## src/rtl/mul_div_unit.sv

```systemverilog
// Multi-cycle multiply/divide engine for the HI/LO pair: radix-2 Booth multiply,
// restoring divide, one bit per clock, fixed latency for every op and operand.
module mul_div_unit #(
    parameter int unsigned WIDTH = 32
) (
    input  logic             clock,
    input  logic             clear,
    input  logic             start,
    input  logic [1:0]       op,
    input  logic [WIDTH-1:0] a,
    input  logic [WIDTH-1:0] b,
    output logic             busy,
    output logic             done,
    output logic [WIDTH-1:0] lo,
    output logic [WIDTH-1:0] hi,
    output logic             div_by_zero
);

    localparam int unsigned CW = (WIDTH > 1) ? $clog2(WIDTH) : 1;
    localparam logic [CW-1:0] LAST = CW'(WIDTH - 1);

    localparam logic [1:0] ST_IDLE = 2'd0;
    localparam logic [1:0] ST_CALC = 2'd1;
    localparam logic [1:0] ST_FIX  = 2'd2;
    localparam logic [1:0] ST_DONE = 2'd3;

    logic [1:0]       state;
    logic [1:0]       state_nxt;
    logic [CW-1:0]    count;
    logic [1:0]       op_q;
    logic [WIDTH:0]   acc;
    logic [WIDTH:0]   mcand;
    logic [WIDTH-1:0] mq;
    logic [WIDTH-1:0] a_q;
    logic             q_1;
    logic             a_neg;
    logic             b_neg;
    logic             b_msb;
    logic             b_zero;

    logic [WIDTH-1:0] a_mag;
    logic [WIDTH-1:0] b_mag;
    logic [WIDTH:0]   load_mcand;
    logic [WIDTH-1:0] load_mq;
    logic [WIDTH:0]   booth_sum;
    logic [WIDTH:0]   div_shift;
    logic [WIDTH:0]   div_trial;
    logic [WIDTH-1:0] lo_fix;
    logic [WIDTH-1:0] hi_fix;
    logic             dbz_fix;

    // State register
    always_ff @(posedge clock or negedge clear) begin
        if (!clear) begin
            state <= ST_IDLE;
        end else begin
            state <= state_nxt;
        end
    end

    // Next-state logic
    always_comb begin
        state_nxt = state;
        case (state)
            ST_IDLE: if (start) state_nxt = ST_CALC;
            ST_CALC: if (count == LAST) state_nxt = ST_FIX;
            ST_FIX:  state_nxt = ST_DONE;
            default: state_nxt = ST_IDLE;
        endcase
    end

    // Operand preparation at accept: divide works on magnitudes, multiply on extended a
    always_comb begin
        a_mag = (!op[0] && a[WIDTH-1]) ? -a : a;
        b_mag = (!op[0] && b[WIDTH-1]) ? -b : b;
        if (op[1]) begin
            load_mcand = {1'b0, b_mag};
            load_mq    = a_mag;
        end else begin
            load_mcand = {(!op[0]) & a[WIDTH-1], a};
            load_mq    = b;
        end
    end

    // One iteration of Booth recoding and of restoring division
    always_comb begin
        case ({mq[0], q_1})
            2'b10:   booth_sum = acc - mcand;
            2'b01:   booth_sum = acc + mcand;
            default: booth_sum = acc;
        endcase
        div_shift = {acc[WIDTH-1:0], mq[WIDTH-1]};
        div_trial = div_shift - mcand;
    end

    // Final sign/zero fix-up; unsigned multiply adds back the weight Booth gives b's MSB
    always_comb begin
        lo_fix  = mq;
        hi_fix  = acc[WIDTH-1:0];
        dbz_fix = 1'b0;
        if (!op_q[1]) begin
            if (op_q[0] && b_msb) hi_fix = acc[WIDTH-1:0] + a_q;
        end else if (b_zero) begin
            lo_fix  = '1;
            hi_fix  = a_q;
            dbz_fix = 1'b1;
        end else begin
            if (a_neg ^ b_neg) lo_fix = -mq;
            if (a_neg) hi_fix = -acc[WIDTH-1:0];
        end
    end

    // Datapath and registered outputs
    always_ff @(posedge clock or negedge clear) begin
        if (!clear) begin
            busy        <= 1'b0;
            done        <= 1'b0;
            lo          <= '0;
            hi          <= '0;
            div_by_zero <= 1'b0;
            count       <= '0;
            op_q        <= '0;
            acc         <= '0;
            mcand       <= '0;
            mq          <= '0;
            a_q         <= '0;
            q_1         <= 1'b0;
            a_neg       <= 1'b0;
            b_neg       <= 1'b0;
            b_msb       <= 1'b0;
            b_zero      <= 1'b0;
        end else begin
            busy <= (state_nxt == ST_CALC) || (state_nxt == ST_FIX);
            done <= (state_nxt == ST_DONE);
            case (state)
                ST_IDLE: begin
                    if (start) begin
                        op_q        <= op;
                        a_q         <= a;
                        a_neg       <= !op[0] && a[WIDTH-1];
                        b_neg       <= !op[0] && b[WIDTH-1];
                        b_msb       <= b[WIDTH-1];
                        b_zero      <= (b == '0);
                        acc         <= '0;
                        q_1         <= 1'b0;
                        count       <= '0;
                        mcand       <= load_mcand;
                        mq          <= load_mq;
                        div_by_zero <= 1'b0;
                    end
                end
                ST_CALC: begin
                    count <= count + CW'(1);
                    if (op_q[1]) begin
                        if (!div_trial[WIDTH]) begin
                            acc <= div_trial;
                            mq  <= {mq[WIDTH-2:0], 1'b1};
                        end else begin
                            acc <= div_shift;
                            mq  <= {mq[WIDTH-2:0], 1'b0};
                        end
                    end else begin
                        acc <= {booth_sum[WIDTH], booth_sum[WIDTH:1]};
                        mq  <= {booth_sum[0], mq[WIDTH-1:1]};
                        q_1 <= mq[0];
                    end
                end
                ST_FIX: begin
                    lo          <= lo_fix;
                    hi          <= hi_fix;
                    div_by_zero <= dbz_fix;
                end
                default: ;
            endcase
        end
    end

endmodule

```

## config.mk

```make
export PLATFORM = sky130hd
export DESIGN_NAME = mul_div_unit
export DESIGN_NICKNAME = d
export VERILOG_FILES = /design/src/rtl/mul_div_unit.sv
export SDC_FILE = /design/constraint.sdc
export NUM_CORES = 1
export LEC_CHECK = 0
export ABC_AREA = 1
export ABC_CLOCK_PERIOD_IN_PS = 4280
export CORE_MARGIN = 5
export CORE_UTILIZATION = 35
export CTS_BUF_LIST = sky130_fd_sc_hd__clkbuf_8 sky130_fd_sc_hd__clkbuf_16
export DETAILED_ROUTE_END_ITERATION = 8
export PLACE_DENSITY_LB_ADDON = 0.1
export SLEW_MARGIN = 20
export SYNTH_ARGS = -nofsm -noshare
export SYNTH_HDL_FRONTEND = slang
export SYNTH_SLANG_ARGS = --single-unit
```

## constraint.sdc

```tcl
create_clock -name clock -period 4.28 [get_ports clock]
set_input_delay 0.856 -clock clock [delete_from_list [all_inputs] [get_ports clock]]
set_output_delay 0.856 -clock clock [all_outputs]
set_load 0.02 [all_outputs]
```

Word level (Yosys, flattened, before mapping)
Cells that the tools add are included.
Storage, ports and cells
  output and inout port bits: 67
  bits in registers: 211
Operators by class
  add/sub/neg operators: 9
  equal/unequal tests: 10
  bitwise operators: 2
  reductions and logical operators: 13
  multiplexer cells: 31
Operators with widths (count)
  2-to-1 mux 32 bit: 12
  2-to-1 mux 33 bit: 4
  case mux 33 bit (2 select lines): 2
  negation 32 bit: 4
  subtractor 33 bit: 2
  case mux 32 bit (2 select lines): 1
  adder 33 bit: 1
  adder 32 bit: 1
  logical NOT 32 bit: 1
  case mux 5 bit (2 select lines): 1
  equality test 2 bit, second input constant: 4
  equality test 2 x 1 -> 1 bit, second input constant: 3
  case mux 2 bit (3 select lines): 1
  AND reduction 2 bit: 3
  adder 5 x 1 -> 5 bit, second input constant: 1
  equality test 5 bit, second input constant: 1
  2-to-1 mux 1 bit: 5
  2-to-1 mux 5 bit: 1
  2-to-1 mux 2 bit: 2
  != test 2 bit, second input constant: 2
  case mux 1 bit (2 select lines): 2
  nonzero test 2 bit: 2
  logical AND 1 bit: 3
  AND reduction 3 bit: 1
  5 further kinds: 5

Depth between registers and ports, before layout
  depth after elaboration: 6
  depth in mapped cells: 26
  depth with buffers taken out: 26

Least setup slack after synthesis
Ideal clock, no wire load.
  path type: register to register
  from: reg mq[0]
  to: reg acc[31]
  clock period less this slack: 2.983 ns
  stages on the path, launching flop included: 23
  setup slack: 1.297 ns
  required time: 4.163 ns
  arrival: 2.867 ns
  setup time: 0.117 ns
  path through: dfrtp_1 -> inv_1 -> ha_1 -> inv_1 -> clkbuf_1 -> clkbuf_1 -> o31ai_1 -> xor2_1 -> ha_1 -> nand2_1 -> inv_1 -> a21oi_1 -> nand2_1 -> nand2_1 -> nand2_1 -> nand2_1 -> nand2_1 -> nand3_1 -> nand3_1 -> nand2_1 -> nand3_1 -> nand2_1 -> nand2_1
On the way
  cells in the longest elaborated chain, start to end: 4
  elaborated cells between the ends (all ways): 5
  classes of those cells: eq/ne (2); mux (3)
Ends and longest elaborated chain
  from (decl): line 33  | logic [WIDTH-1:0] mq;
  from (signal assigned): line 148  | mq <= load_mq;
  from (signal assigned): line 157  | mq <= {mq[WIDTH-2:0], 1'b1};
  from (signal assigned): line 160  | mq <= {mq[WIDTH-2:0], 1'b0};
  equality test 2 x 1 -> 1 bit or equality test 2 bit (tied branches): line 87  | case ({mq[0], q_1})
  case mux 33 bit (2 select lines) (*): line 87
  2-to-1 mux 33 bit (*): line 154  | if (op_q[1]) begin
  case mux 33 bit (2 select lines) (*): line 135  | case (state)
  to (signal assigned): line 156  | acc <= div_trial;
  to (signal assigned): line 159  | acc <= div_shift;
  to (signal assigned): line 163  | acc <= {booth_sum[WIDTH], booth_sum[WIDTH:1]};
  to (decl): line 31  | logic [WIDTH:0] acc;
Mark *: on every way between the ends. The rest lies on a longest branch, timed or not.
A chain may end at the register's enable or synchronous reset.

Worst setup path in the final report
  from: reg mcand[1]
  to: reg acc[30]
On the way
  cells in the longest elaborated chain, start to end: 4
  elaborated cells between the ends (all ways): 7
  classes of those cells: add/sub (3); mux (4)
Ends and longest elaborated chain
  from (decl): line 32  | logic [WIDTH:0] mcand;
  from (signal assigned): line 147  | mcand <= load_mcand;
  adder 33 bit, or another cell as far along: line 89  | 2'b01: booth_sum = acc + mcand;
  case mux 33 bit (2 select lines) or 2-to-1 mux 33 bit (tied branches): line 87, 155
  2-to-1 mux 33 bit (*): line 154
  case mux 33 bit (2 select lines) (*): line 135
Marks and branches as above.

==> reports/results.txt <==
Post-layout nets: 3592
Cts hold-fix bufs: 0
Crit path max fanout: 5
Synthesized area per cell: 6.241 µm²
Cell Area, Synth: 20710 µm²
Routed wire length: 99780 µm
Relative slew slack: 23.92%
Crit path DAT: 4.39 ns
Crit. End Element: flip-flop
Post-synth ARST share: 100.0%
Most frequent cells in the layout: nand2_1 (826), nor2_1 (385), a21oi_1 (367)
First-pass DRT Iterations: 5
Antenna diode count: 0
Pin count of the biggest net entering global routing: 76
Max Freq: 0.2585 GHz
Die Height: 253.3 µm
Worst Hold Class: in -> async
Synth unique cells: 58
Tcrit/Tclk final: 90.37%
WL/cell: 23.70 µm
Cells after synthesis: 3319
CTS sink cnt: 211
Commonest non-fill, non-tap cell in the layout: nand2_1
Ys flop type: dfrtp_1
Routed vias: 23860
Final Skew: 0.01876 ns
RSZ-0062 raised after global routing: no
Post-synth EDFFs: 0
First-pass GRT wire length: 147500 µm
Met3 wire len: 6467 µm
Post-CTS Setup Inserts: 0
Initial Util: 35.23%
Die width: 253.3 µm
TritonCTS clock tree: yes
Detailed Route Iter0 Violations: 2446
Final TNS setup: 0 ns
Final setup vio count: 0
Clk root buf: clkbuf_16
CP dominant cell by count: nand2_1
Bufs on Longest Clock Path: 3
WL met2: 44420 µm
Yosys reg bits: 211
Share of layout cells above drive strength 1: 4.945%
Row count: 89
Initial antenna violation count: 4
Max Cap Viol: 0
Final Hold Fails: 0
Outcome: completed
Min Tclk post-route: 3.868 ns
DR vias/cell: 5.665
Grt ovf: 0
Num CTS Buffers: 28
Crit path launch type: flip-flop
Core area: 58800 µm²
Remaining antenna violation count: 0
Vias in the first global route: 22560
Clk Latency, worst-skew pair: 0.59 ns
Clk slew on worst S/H paths: 0.06 ns
Synthesized Nets: 3495
# port buffers: 135
CP peak stage delay: 0.38 ns
Post-cts resize count: 0
Area grow syn2layout: 15.93%
H-tree levels: 1
Worst Max-Slew Pin Slew: 1.140 ns
Top Layer Used: met5
Sequential share of the synthesized area: 25.49%
Remaining DRCs: 0
GPL Wtd Cong: 0.9955
Number of top-level pins: 136
Worst path cell trace: inv_1 -> nand3_2 -> nor3_1 -> nand2_1 -> nor2_1 -> nand2_1 -> nor2_4 -> nand4_1 -> o21ai_0 -> xor2_1 -> ha_1 -> nand2_1 -> nor2_1 -> nand2_1 -> nor2_1 -> nand2_1 -> nand3b_1 -> nand3_1 -> a21oi_1 -> nand2_1 -> nand2_1
Die area: 64150 µm²
WP data required: 4.80 ns
Wire length on met1: 44680 µm
Hpwl dp: 79880 µm
WS Path Type: reg -> reg
CP max stage cell: dfrtp_1
Synth warn: 0
Slew Limit Fails: 0
Total GRT Usage: 30.01%
path summary, 6_finish.rpt:
kind	startpoint	endpoint	slack (ns)	cells after the start
worst max-delay path	mcand[1]	acc[30]	0.41	21
worst min-delay path	clear	acc[25]	0.21	1
worst max register to register	mcand[1]	acc[30]	0.41	21
worst min register to register	hi[28]	hi[28]	0.48	2
max in group asynchronous	clear	hi[10]	3.09	2
min in group clock	hi[28]	hi[28]	0.48	2
synth_stat cells (all sizes together) (37+ instances only):
| master | number | area [µm²] |
|---|---|---|
| nand2 | 840 | 3198 |
| nor2 | 399 | 1538 |
| a21oi | 369 | 1862 |
| inv | 346 | 1299 |
| o21ai | 312 | 1569 |
| dfrtp | 211 | 5280 |
| nand3 | 206 | 1036 |
| xor2 | 110 | 963.4 |
| ha | 104 | 1301 |
| clkbuf | 89 | 334.1 |
| o211ai | 43 | 332.8 |
| buf | 37 | 207.7 |
| nor3 | 37 | 195.2 |
metrics by stage:
step | area [µm²] | std cells | hold WS, ns | utilization (%) | setup slack (ns)
after detailed placement | 23000 | 4159 | 0.4726 | 39.11 | 0.4947
after floorplan | 20710 | 3319 | 0.4529 | - | 1.297
after CTS | 24010 | 4211 | 0.2508 | 40.84 | 0.4890
final | 24010 | 4211 | 0.2067 | 40.84 | 0.4120
after global routing | 24010 | 4211 | 0.2454 | 40.84 | 0.04672
after global placement | 23000 | 4159 | 0.4671 | 39.11 | 0.5294
final cells by class:
| class | instances | area [µm²] |
|---|---|---|
| clock buffers | 32 | 755.7 |
| well taps | 773 | 967.2 |
| fillers | 6395 | 34780 |
| clock inverters | 20 | 262.8 |
| multi-input cells | 2633 | 13600 |
| repair buffers | 193 | 1837 |
| flip-flops and latches | 211 | 5284 |
| inverters | 349 | 1310 |
flip-flops by register name (all words and copies together), names as in the netlist, 2 cells and up:
register and cells:
op_q 2, mq 32, hi 32, count 5, lo 32, acc 33, state 2, a_q 32
mcand 33
kinds of logic (layout without fill, tap and decap cells):
logic type                 Yosys count  count (layout)  share of synthesized area, %
AOI/OAI and AO/OA                  831             831                         21.98
xor gates and xnor gates           136             136                         5.750
adders and majority gates          107             107                         6.572
buffers and inverters              475             594                         8.939
DFF                                211             211                         25.49
and+or+nand+nor                   1559            1559                         31.27
routing by layer:
layer | global-route usage (%) | vias to the layer above
li1 | - | 11220
met1 | 42.16 | 11450
met2 | 47.45 | 1002
met3 | 4.263 | 186
met4 | 10.24 | 4
met5 | 0 | -
critical path: cells and delay by family (launching register included):
family	cells	cell delay, ns
XOR/XNOR	1	0.13
AO/OA/AOI/OAI	2	0.50
flip-flops	1	0.38
buffers and inverters	1	0.18
adder cells (fa/ha/maj)	1	0.38
AND/OR/NAND/NOR	16	2.22
Power is not shown: default switching activity piles up to over one toggle a cycle in this logic, so the estimate is an artifact.
